[config.mk]
export PLATFORM = sky130hd
export DESIGN_NAME = dwell_driver
export DESIGN_NICKNAME = d
export VERILOG_FILES = /design/src/rtl/dwell_driver.sv
export SDC_FILE = /design/constraint.sdc
export NUM_CORES = 1
export LEC_CHECK = 0
export CELL_PAD_IN_SITES_DETAIL_PLACEMENT = 0
export CELL_PAD_IN_SITES_GLOBAL_PLACEMENT = 1
export CORE_ASPECT_RATIO = 0.9
export CORE_MARGIN = 2
export CORE_UTILIZATION = 36
export DETAILED_ROUTE_END_ITERATION = 6
export PLACE_DENSITY = 0.73
export REMOVE_ABC_BUFFERS = 1
export SYNTH_ARGS = -nofsm -noshare
export SYNTH_HDL_FRONTEND = slang
export SYNTH_SLANG_ARGS = --single-unit
export TNS_END_PERCENT = 20
[constraint.sdc]
create_clock -name clk -period 2.44 [get_ports clk]
set_clock_uncertainty 0.05 [all_clocks]
set_input_delay 0.366 -clock clk [delete_from_list [all_inputs] [get_ports clk]]
set_output_delay 0.366 -clock clk [all_outputs]
set_load 0.05 [all_outputs]
[src/rtl/dwell_driver.sv]
// Purpose : dwell-time-limited level driver; each sig_out transition is followed by a hold of max(dwell,1) cycles.
// Latency : accepted level change or force_safe appears on sig_out at the next rising clk edge.
// Backpres: req_ready low while holding, under force_safe, or before the run flag; requester holds req_valid/req_level.
//
// Ports:
//   clk, rstn            clock, asynchronous active-low reset
//   req_valid/req_level  level request; accepted when req_ready is also high
//   req_ready            combinational accept qualifier
//   dwell                minimum hold after a transition (0 treated as 1), sampled at the transition edge
//   force_safe           drives sig_out to SAFE_LEVEL, overriding any request
//   sig_out              registered driven signal
//   busy                 high while in HOLD
//   trans_cnt            wrapping count of sig_out transitions

module dwell_driver #(
  parameter int   CNT_BITS   = 16,
  parameter logic SAFE_LEVEL = 1'b0,
  parameter int   TCNT_BITS  = 16
) (
  input  logic                 clk,
  input  logic                 rstn,
  input  logic                 req_valid,
  input  logic                 req_level,
  output logic                 req_ready,
  input  logic [CNT_BITS-1:0]  dwell,
  input  logic                 force_safe,
  output logic                 sig_out,
  output logic                 busy,
  output logic [TCNT_BITS-1:0] trans_cnt
);

  typedef enum logic {
    IDLE = 1'b0,
    HOLD = 1'b1
  } state_t;

  localparam logic [CNT_BITS-1:0]  CNT_ONE  = {{(CNT_BITS-1){1'b0}}, 1'b1};
  localparam logic [TCNT_BITS-1:0] TCNT_ONE = {{(TCNT_BITS-1){1'b0}}, 1'b1};

  state_t              state;
  logic [CNT_BITS-1:0] cnt;
  logic                run;

  logic [CNT_BITS-1:0] hold_load;
  logic                accept;
  logic                cnt_zero;

  // cnt is loaded with D-1 where D = max(dwell,1), so dwell=0 and dwell=1
  // both load zero and allow a new transition on the very next edge.
  assign hold_load = (dwell == '0) ? '0 : (dwell - CNT_ONE);
  assign cnt_zero  = (cnt == '0);

  // A hold whose counter has reached zero may already accept, which is what
  // lets back-to-back transitions land exactly every D edges.
  assign req_ready = run && !force_safe && ((state == IDLE) || cnt_zero);
  assign accept    = req_valid && req_ready;
  assign busy      = (state == HOLD);

  always_ff @(posedge clk or negedge rstn) begin
    if (!rstn) begin
      state     <= IDLE;
      cnt       <= '0;
      run       <= 1'b0;
      sig_out   <= SAFE_LEVEL;
      trans_cnt <= '0;
    end else begin
      run <= 1'b1;

      if (force_safe) begin
        if (sig_out != SAFE_LEVEL) begin
          // Safe transition ignores any hold in progress and starts a new one.
          sig_out   <= SAFE_LEVEL;
          cnt       <= hold_load;
          state     <= HOLD;
          trans_cnt <= trans_cnt + TCNT_ONE;
        end else if (state == HOLD) begin
          // Already safe: let the current hold run out normally.
          if (!cnt_zero) begin
            cnt <= cnt - CNT_ONE;
          end else begin
            state <= IDLE;
          end
        end
      end else if (accept) begin
        if (req_level != sig_out) begin
          sig_out   <= req_level;
          cnt       <= hold_load;
          state     <= HOLD;
          trans_cnt <= trans_cnt + TCNT_ONE;
        end else begin
          // Request for the current level is consumed without starting a hold.
          state <= IDLE;
        end
      end else if (state == HOLD) begin
        if (!cnt_zero) begin
          cnt <= cnt - CNT_ONE;
        end else begin
          state <= IDLE;
        end
      end
    end
  end

endmodule

=== Yosys cells after proc, flatten, opt, wreduce, memory -nomap -nowiden ===
Cells that the tools add are included.

* Output and inout port bits: 19
* Input bits: 21
* Flip-flop bits (word level): 35

* Reduce and logical (&&, ||, !) cells: 11
* Muxes and demuxes: 20
* Bitwise operators: 1
* Add/sub/neg operators: 3
* Equality and inequality tests: 3

{| class="wikitable"
|+ Operators by type and width
! cell !! count
|-
| 2-to-1 mux 16 bit || 11
|-
| logical NOT 16 bit || 2
|-
| subtractor 16 x 1 -> 16 bit (second input constant) || 2
|-
| adder 16 x 1 -> 16 bit (second input constant) || 1
|-
| 2-to-1 mux 1 bit || 9
|-
| nonzero test 2 bit || 2
|-
| logical AND 1 bit || 3
|-
| != test 3 x 2 -> 1 bit (second input constant) || 1
|-
| AND reduction 3 bit || 1
|-
| != test 2 x 1 -> 1 bit (second input constant) || 1
|-
| AND reduction 2 bit || 1
|-
| logical NOT 1 bit || 1
|-
| logical OR 1 bit || 1
|-
| != test 1 bit || 1
|-
| inverter 1 bit || 1
|}

=== Longest topological paths before layout ===
* Depth after elaboration: 6
* Mapped depth: 10
* Mapped depth without buffers: 8

=== Worst setup path after synthesis ===
Ideal clock, no wire load.

* Path type: register to register
* Start point: register cnt[0]
* End point: register cnt[7]
* Required time: 2264 ps
* Setup time: 126 ps
* Cell stages (with the launch flop): 11
* Setup slack: -157 ps
* Clock period less this slack: 2597 ps
* Path buffers: 2
* Arrival: 2421 ps
* Path through: dfrtp_1 -> inv_1 -> ha_1 -> or4b_4 -> o41ai_4 -> nand2_4 -> o22a_1 -> buf_6 -> buf_8 -> a32oi_1 -> o21ai_1

* Cells in the longest elaborated chain, start to end: 6
* Elaborated cells between the ends (all ways): 11

{| class="wikitable"
|+ Ends and longest elaborated chain
! what !! RTL line !! text
|-
| start: declaration || 41 || <nowiki>logic [CNT_BITS-1:0] cnt;</nowiki>
|-
| start signal: assignment || 73 || <nowiki>cnt <= hold_load;</nowiki>
|-
| start signal: assignment || 79 || <nowiki>cnt <= cnt - CNT_ONE;</nowiki>
|-
| start signal: assignment || 87 || <nowiki>cnt <= hold_load;</nowiki>
|-
| branches (longest 6 deep; another with subtractor 16 x 1 -> 16 bit) || -- ||
|}

Parallel ways; which one is timed is not known.
A chain may end at the register's enable or synchronous reset.

=== Worst setup path in the final report ===
* Start point: register cnt[0]
* End point: output req_ready

* Cells in the longest elaborated chain, start to end: 3

{| class="wikitable"
|+ Ends and longest elaborated chain
! what !! RTL line !! text
|-
| logical NOT 16 bit || 51 || <nowiki>assign cnt_zero = (cnt == '0);</nowiki>
|-
| logical OR 1 bit || 55 || <nowiki>assign req_ready = run && !force_safe && ((state == IDLE) || cnt_zero);</nowiki>
|-
| logical AND 1 bit || 55 ||
|-
| end: declaration || 24 || <nowiki>output logic req_ready,</nowiki>
|}

Every way passes these cells.

==> reports/metrics.yaml <==
drt_iter0_markers: 126
synthDistinctLibCells: 59
yosys_most_used_dff: "dfrtp_1"
io_pins: 40
p_int_uw: 966.0
clkPwrFrac: 0.443
numClockSinks: 35
syn_area_um2: 2296
grt_usage: 0.1922
routed.top_layer: "met4"
async_flop_share: 1.000
antenna_left: 0
cap_violations: 0
post_dp_cell_area_um2: 3188
crit_family: "simple AND/OR/NAND/NOR gates"
routed_via_density: 5.274
fin_crit_sh: 1.092
ys_warn_count: 0
dp_hpwl_um: 4848
avgSynthCellArea_um2: 9.333
fin_cells: 435
finalMaxSlewViolations: 0
crit_chain: "inv_2 > ha_1 > or4b_4 > o41ai_4 > buf_4 > buf_6 > and3b_2 > buf_12"
numCtsBuffers: 5
tightest_slew_ps: 513.9
grt_first_pass_wirelength_um: 10470
hold_class: "reg -> reg"
violations: "negative setup slack"
final_common_cell: "buf_4"
clockRootBuffer: "clkbuf_8"
power_frac_comb: 0.086
worstSetupEndpointType: "output pin"
grt_pass1_vias: 2148
crit_type: "reg -> out"
start_util: 0.3734
htree_levels: 2
p_sw_frac: 0.2162
power_switching_uw: 266.5
wl_per_cell_um: 14.53
die_y_um: 79.76
powerDensity_nw_per_um2: 358.3
arrival_ps: 2250
max_freq_mhz: 375.3
max-vdd-ir-drop_mv: 0.2606
rows: 27
synth_edf_count: 0
gp_congestion: 0.9031
wl_um: 6320
vias: 2294
die_w_um: 88.18
max_stage_delay_ps: 480
r2r_setup_slack_ps: -200
ys_ff_latch: 35
critical_path.max_fanout: 2
path_clk_slew_ps: 70
dp_cells: 422
wl_met1_um: 3193
wl_met3_um: 266
drc: 0
cts_buffer_depth: 2
cp_slowest_cell: "or4b_4"
holdBufCountCts: 0
setup_violations: 33
fin_area_um2: 3440
antenna_found_initial: 0
required_ps: 2020
netlist_instances: 246
crit_path_start_kind: "flop"
layout_common_cells: "buf_4 (54), clkdlybuf4s50_1 (38), dfrtp_1 (35), nor2_1 (23), nand2_1 (17)"
synth_seq_area_share: 0.3815
fill_cells: 604
syn_to_final_growth_pct: 49.81
dieArea_um2: 7033
num_antenna_cells: 0
drive_above_1_share: 0.2759
grt_max_degree: 36
seqPwrFrac: 0.472
crit_buf_inv: 4
place_ws_ps: -148.6
hold_viol_final: 0
cts_tree: "built"
fin_ws_ps: -224.7
io_buffers: 39
rsz0062_at_grt: "true"
nets: 373
power_leakage_uw: 0.001490
status: "finished, violations left"
slew_headroom: 0.6563
clk_latency_ps: 290
drt-pass1-iter-count: 4
wl_met2_um: 2766
core_area_um2: 6148
fin_crit_ps: 2665
gr-total-overflow: 0
timing repair:
item / CTS / global route
cloned: 1 / 0
setup endpoints to repair: 28 / 33
setup buffers: 4 / 0
endpoints found under the hold margin: 0 / 0
pin swaps: 7 / 11
gates resized for setup: 11 / 13
power groups by stage:
stage / Combinational (uW) / Sequential (uW) / Clock (uW)
2_1_floorplan: 25.2 / 592 / 0
3_3_place_gp: 104 / 592 / 0
3_5_place_dp: 105 / 592 / 0
4_1_cts: 106 / 581 / 563
5_1_grt: 116 / 581 / 590
6_report: 105 / 581 / 546
through the flow:
stage | utilization | hold slack (ps) | power, uW | TNS (ps)
2_1_floorplan | - | 20.41 | 617.6 | -3550
3_3_place_gp | 0.5185 | 409.0 | 696.5 | -1906
3_5_place_dp | 0.5185 | 410.6 | 697.0 | -2233
4_1_cts | 0.5501 | 423.0 | 1250 | -3343
5_1_grt | 0.5594 | 441.3 | 1287 | -6987
6_report | 0.5594 | 417.0 | 1232 | -3810
state kept, by name (all words and copies together) (netlist names):
signal	count
cnt	16
trans_cnt	16
busy	1
run	1
sig_out	1
area by class of cell:
cell class / instances / area, um^2 / share of cell area
multi-input combinational: 199 / 1425 / 0.4143
sequential: 35 / 875.8 / 0.2546
clock inverter: 2 / 35.03 / 0.01019
timing repair buffer: 99 / 885.9 / 0.2575
tap: 87 / 108.9 / 0.03165
clock buffer: 6 / 82.58 / 0.02401
inverter: 7 / 26.28 / 0.007639
final timing paths:
path	endpoint	from	cells past startpoint
max	req_ready	cnt[0]$_DFFE_PN0P_	8
min	trans_cnt[15]$_DFFE_PN0P_	trans_cnt[15]$_DFFE_PN0P_	1
max reg2reg	cnt[1]$_DFFE_PN0P_	cnt[0]$_DFFE_PN0P_	10
min reg2reg	trans_cnt[15]$_DFFE_PN0P_	trans_cnt[15]$_DFFE_PN0P_	1
max in group asynchronous	cnt[6]$_DFFE_PN0P_	rstn	2
min in group asynchronous	cnt[11]$_DFFE_PN0P_	rstn	2
cell families after synthesis:
group,Yosys count,synth area share
adder cells (fa/ha/maj),5,0.02725
buffers and inverters,12,0.02997
XOR/XNOR,27,0.1030
AO/OA/AOI/OAI,52,0.1760
AND/OR/NAND/NOR,113,0.2763
flip-flops,35,0.3815
other,1,0.001633
multiplexers,1,0.004360
layer usage:
layer  GRT usage  vias up
met5           0        -
met4     0.05455        0
met3     0.03516       10
met2      0.2744       51
met1      0.2941     1106
li1            -     1127
synth_stat cells (2+ instances only):
library cell  instances  area share
nand4_1               6       0.016
nand3_1              13       0.028
o211ai_1              3      0.0098
nor3_1               15       0.033
xnor2_1              16       0.061
o22ai_1               2      0.0054
nor3_2                4       0.017
o21ai_1               3      0.0065
a311o_1               2      0.0087
nor2_1               23       0.038
a21o_1                2      0.0065
a311oi_1              3       0.011
or3_1                 5       0.014
nand2b_1              3      0.0082
nand2_1              18       0.029
dfrtp_1              35        0.38
and3_1                2      0.0054
and2_1                2      0.0054
nor3b_1               2      0.0065
or4_1                 5       0.016
ha_1                  5       0.027
a21oi_1               7       0.015
o41ai_1               2      0.0076
o221ai_1              2      0.0076
inv_1                 7       0.011
a211oi_1              3      0.0098
o21a_1                2      0.0065
xor2_1               11       0.042
nor4_1                3      0.0082
nand3b_1              3      0.0098
o21ai_0               7       0.015
a31oi_1               3      0.0082
Power figures use the tool's default switching activity.
==> RTL edit, RTL diff (config.mk and constraints unchanged) <==
Set the parameter `TCNT_BITS` to 14 (it was 16).
--- a/src/rtl/dwell_driver.sv
+++ b/src/rtl/dwell_driver.sv
@@ -15,7 +15,7 @@
 module dwell_driver #(
   parameter int   CNT_BITS   = 16,
   parameter logic SAFE_LEVEL = 1'b0,
-  parameter int   TCNT_BITS  = 16
+  parameter int   TCNT_BITS  = 14
 ) (
   input  logic                 clk,
   input  logic                 rstn,
Ports: changed (resized trans_cnt); port bits go from 40 to 38. No check against the original RTL was run, so the function may have changed too.
==> RTL edit against the original RTL <==
- design area shrank 13%
- fmax grew 14%
- the run ends with DRC left
- largest cell class unchanged
- sequential cell count decreased by 2
- via count is 9.5% lower
- die area shrank 5.2%
- worst setup slack improved by 0.33 ns
- routed wire length is 8.4% lower
- synthesized area is 5.4% lower
Power is not compared: it rests on default switching activity, and its combinational part moved more than twofold at a synthesized area within 25%.
==> RTL edit: results (changes against the original RTL) <==
- Status: finished with violations
- Failing checks: DRC
- CTS max path bufs: 2 (unchanged)
- Worst vdd ir: between 0.0002 and 0.00025 V
- Ant diodes: 0 (unchanged)
- FFs w/ async S/R, synth: 100% (unchanged)
- Setup TNS Final: 0 ns (+3.81 ns)
- Post-Place Worst Slack: 0.0107 ns (+0.159 ns)
- DRC violations left: 4 (+4)
- Post-synthesis sequential area ratio: 38.0% (-0.11 points)
- CTS buffer count: 5 (unchanged)
- Critical Path AT: 1.92 ns (-0.33 ns)
- Crit-path slowest cell: dfrtp_1
- Cells after Synth: 235 (-4.5%)
- Worst hold path type: flip-flop to flip-flop
- Clock transition at path regs: roughly 0.080 ns
- Routed wire length: 5.79 mm (-8.4%)
- Most used DFF post-synth: dfrtp_1
- Largest stage delay on the critical path: 0.38 ns (-0.10 ns)
- Reg2reg setup slack: 0.14 ns (+0.34 ns)
- WHS Endpoint: trans_cnt[13]$_DFFE_PN0P_
- End of the critical path: req_ready
- Placed Instances: 373 (-12%)
- DR vias: 2075 (-9.5%)
- Initial DRC count: 83 (-34%)
- Critical Path Fanout Max: 3 (+1)
- Setup Crit Path Kind: flip-flop to output port
- Hold path depth: 1 (unchanged)
- Synth area leaders: dfrtp_1 (38%), xnor2_1 (5.2%), xor2_1 (4.4%), nand2_1 (3.8%), nor3_1 (3.2%)
- Nets: 337 (-9.7%)
- Final Wtd Congestion: 0.888 (-1.7%)
- Synth cell count leaders: dfrtp_1 (33), nand2_1 (22), nor2_1 (15)
- Leak: between 1 and 1.5 nW
- Flop pwr share: between 40 and 50%
- R2R cell count: 10 (unchanged)
- Clock latency at the later pin of the worst-skew pair: 0.29 ns (about the same)
- Biggest registers after layout: cnt: 16 flops, trans_cnt: 14 flops
- Detailed placement HPWL: 4.52 mm (-6.8%)
- Worst r2r src: cnt[0]$_DFFE_PN0P_
- Pre-antenna DRT Iters: 7 (+3)
- Vias in the first global route: 1953 (-9.1%)
- Fin crit share: 95.8% (-13 points)
- Netlist cell types: 61 (+3.4%)
- Gr usage total: 18.7% (-0.47 points)
- Pin count of the biggest net entering global routing: 34 (-5.6%)
- # port buffers: 37 (-5.1%)
- Share of cells above drive strength 1: 22.4% (-5.2 points)
- Reg2reg end: trans_cnt[13]$_DFFE_PN0P_
- Via density: 5.43 (+3.0%)
- First-pass GRT wire length: 9.89 mm (-5.5%)
- Hold_sp: trans_cnt[13]$_DFFE_PN0P_
- Slew margin rel.: 62.2% (-3.4 points)
- Crit path max-delay family: simple AND/OR/NAND/NOR gates
- Hold Worst Slack: 0.417 ns (-0.000452 ns)
- Post-DP Area: 2880 µm² (-9.7%)
[RTL edit: timing repair]
item	CTS	global route
buffers inserted	0	1
endpoints found under the setup margin	1	2
gates resized for setup	3	3
[RTL edit: cell type report]
| cell class | instances | area (µm²) |
|---|---|---|
| Fill cell | 563 | 2760 |
| Clock buffer | 5 | 68.8 |
| Inverter | 8 | 30.0 |
| Timing Repair Buffer | 73 | 651 |
| Tap cell | 70 | 87.6 |
| Sequential cell | 33 | 826 |
| Multi-Input combinational cell | 190 | 1320 |
| Clock inverter | 3 | 17.5 |
[RTL edit: layer usage]
metal / share of wire, % / vias up / GRT usage, %
met2: 43 / 59 / 27.8
met1: 50 / 966 / 27.0
met5: 0 / - / 0
met4: 1.9 / 0 / 6.03
met3: 5.0 / 10 / 4.15
li1: - / 1040 / -
[RTL edit: cells by family after synthesis]
group | synth area share [%]
flops | 38.0
other cells | 0.173
simple gates | 28.7
xor+xnor | 9.68
compound gates | 17.6
fa+ha+maj | 2.88
buf+inv | 2.48
mux | 0.461
[RTL edit: metrics by stage]
step                power (mW)  utilization [%]
floorplan                 1.24                -
global placement          1.56             50.0
detailed placement        1.56             50.0
CTS                       1.98             51.7
global route              2.11             52.1
finish                    1.98             52.1
[RTL edit: worst register-to-register path, delay by kind of cell (launching register included)]
kind	cells	cell delay, ns
XOR/XNOR	1	0.16
AO/OA/AOI/OAI	1	0.28
flip-flops	1	0.34
buffers and inverters	3	0.35
adder cells (fa/ha/maj)	1	0.22
AND/OR/NAND/NOR	4	0.84
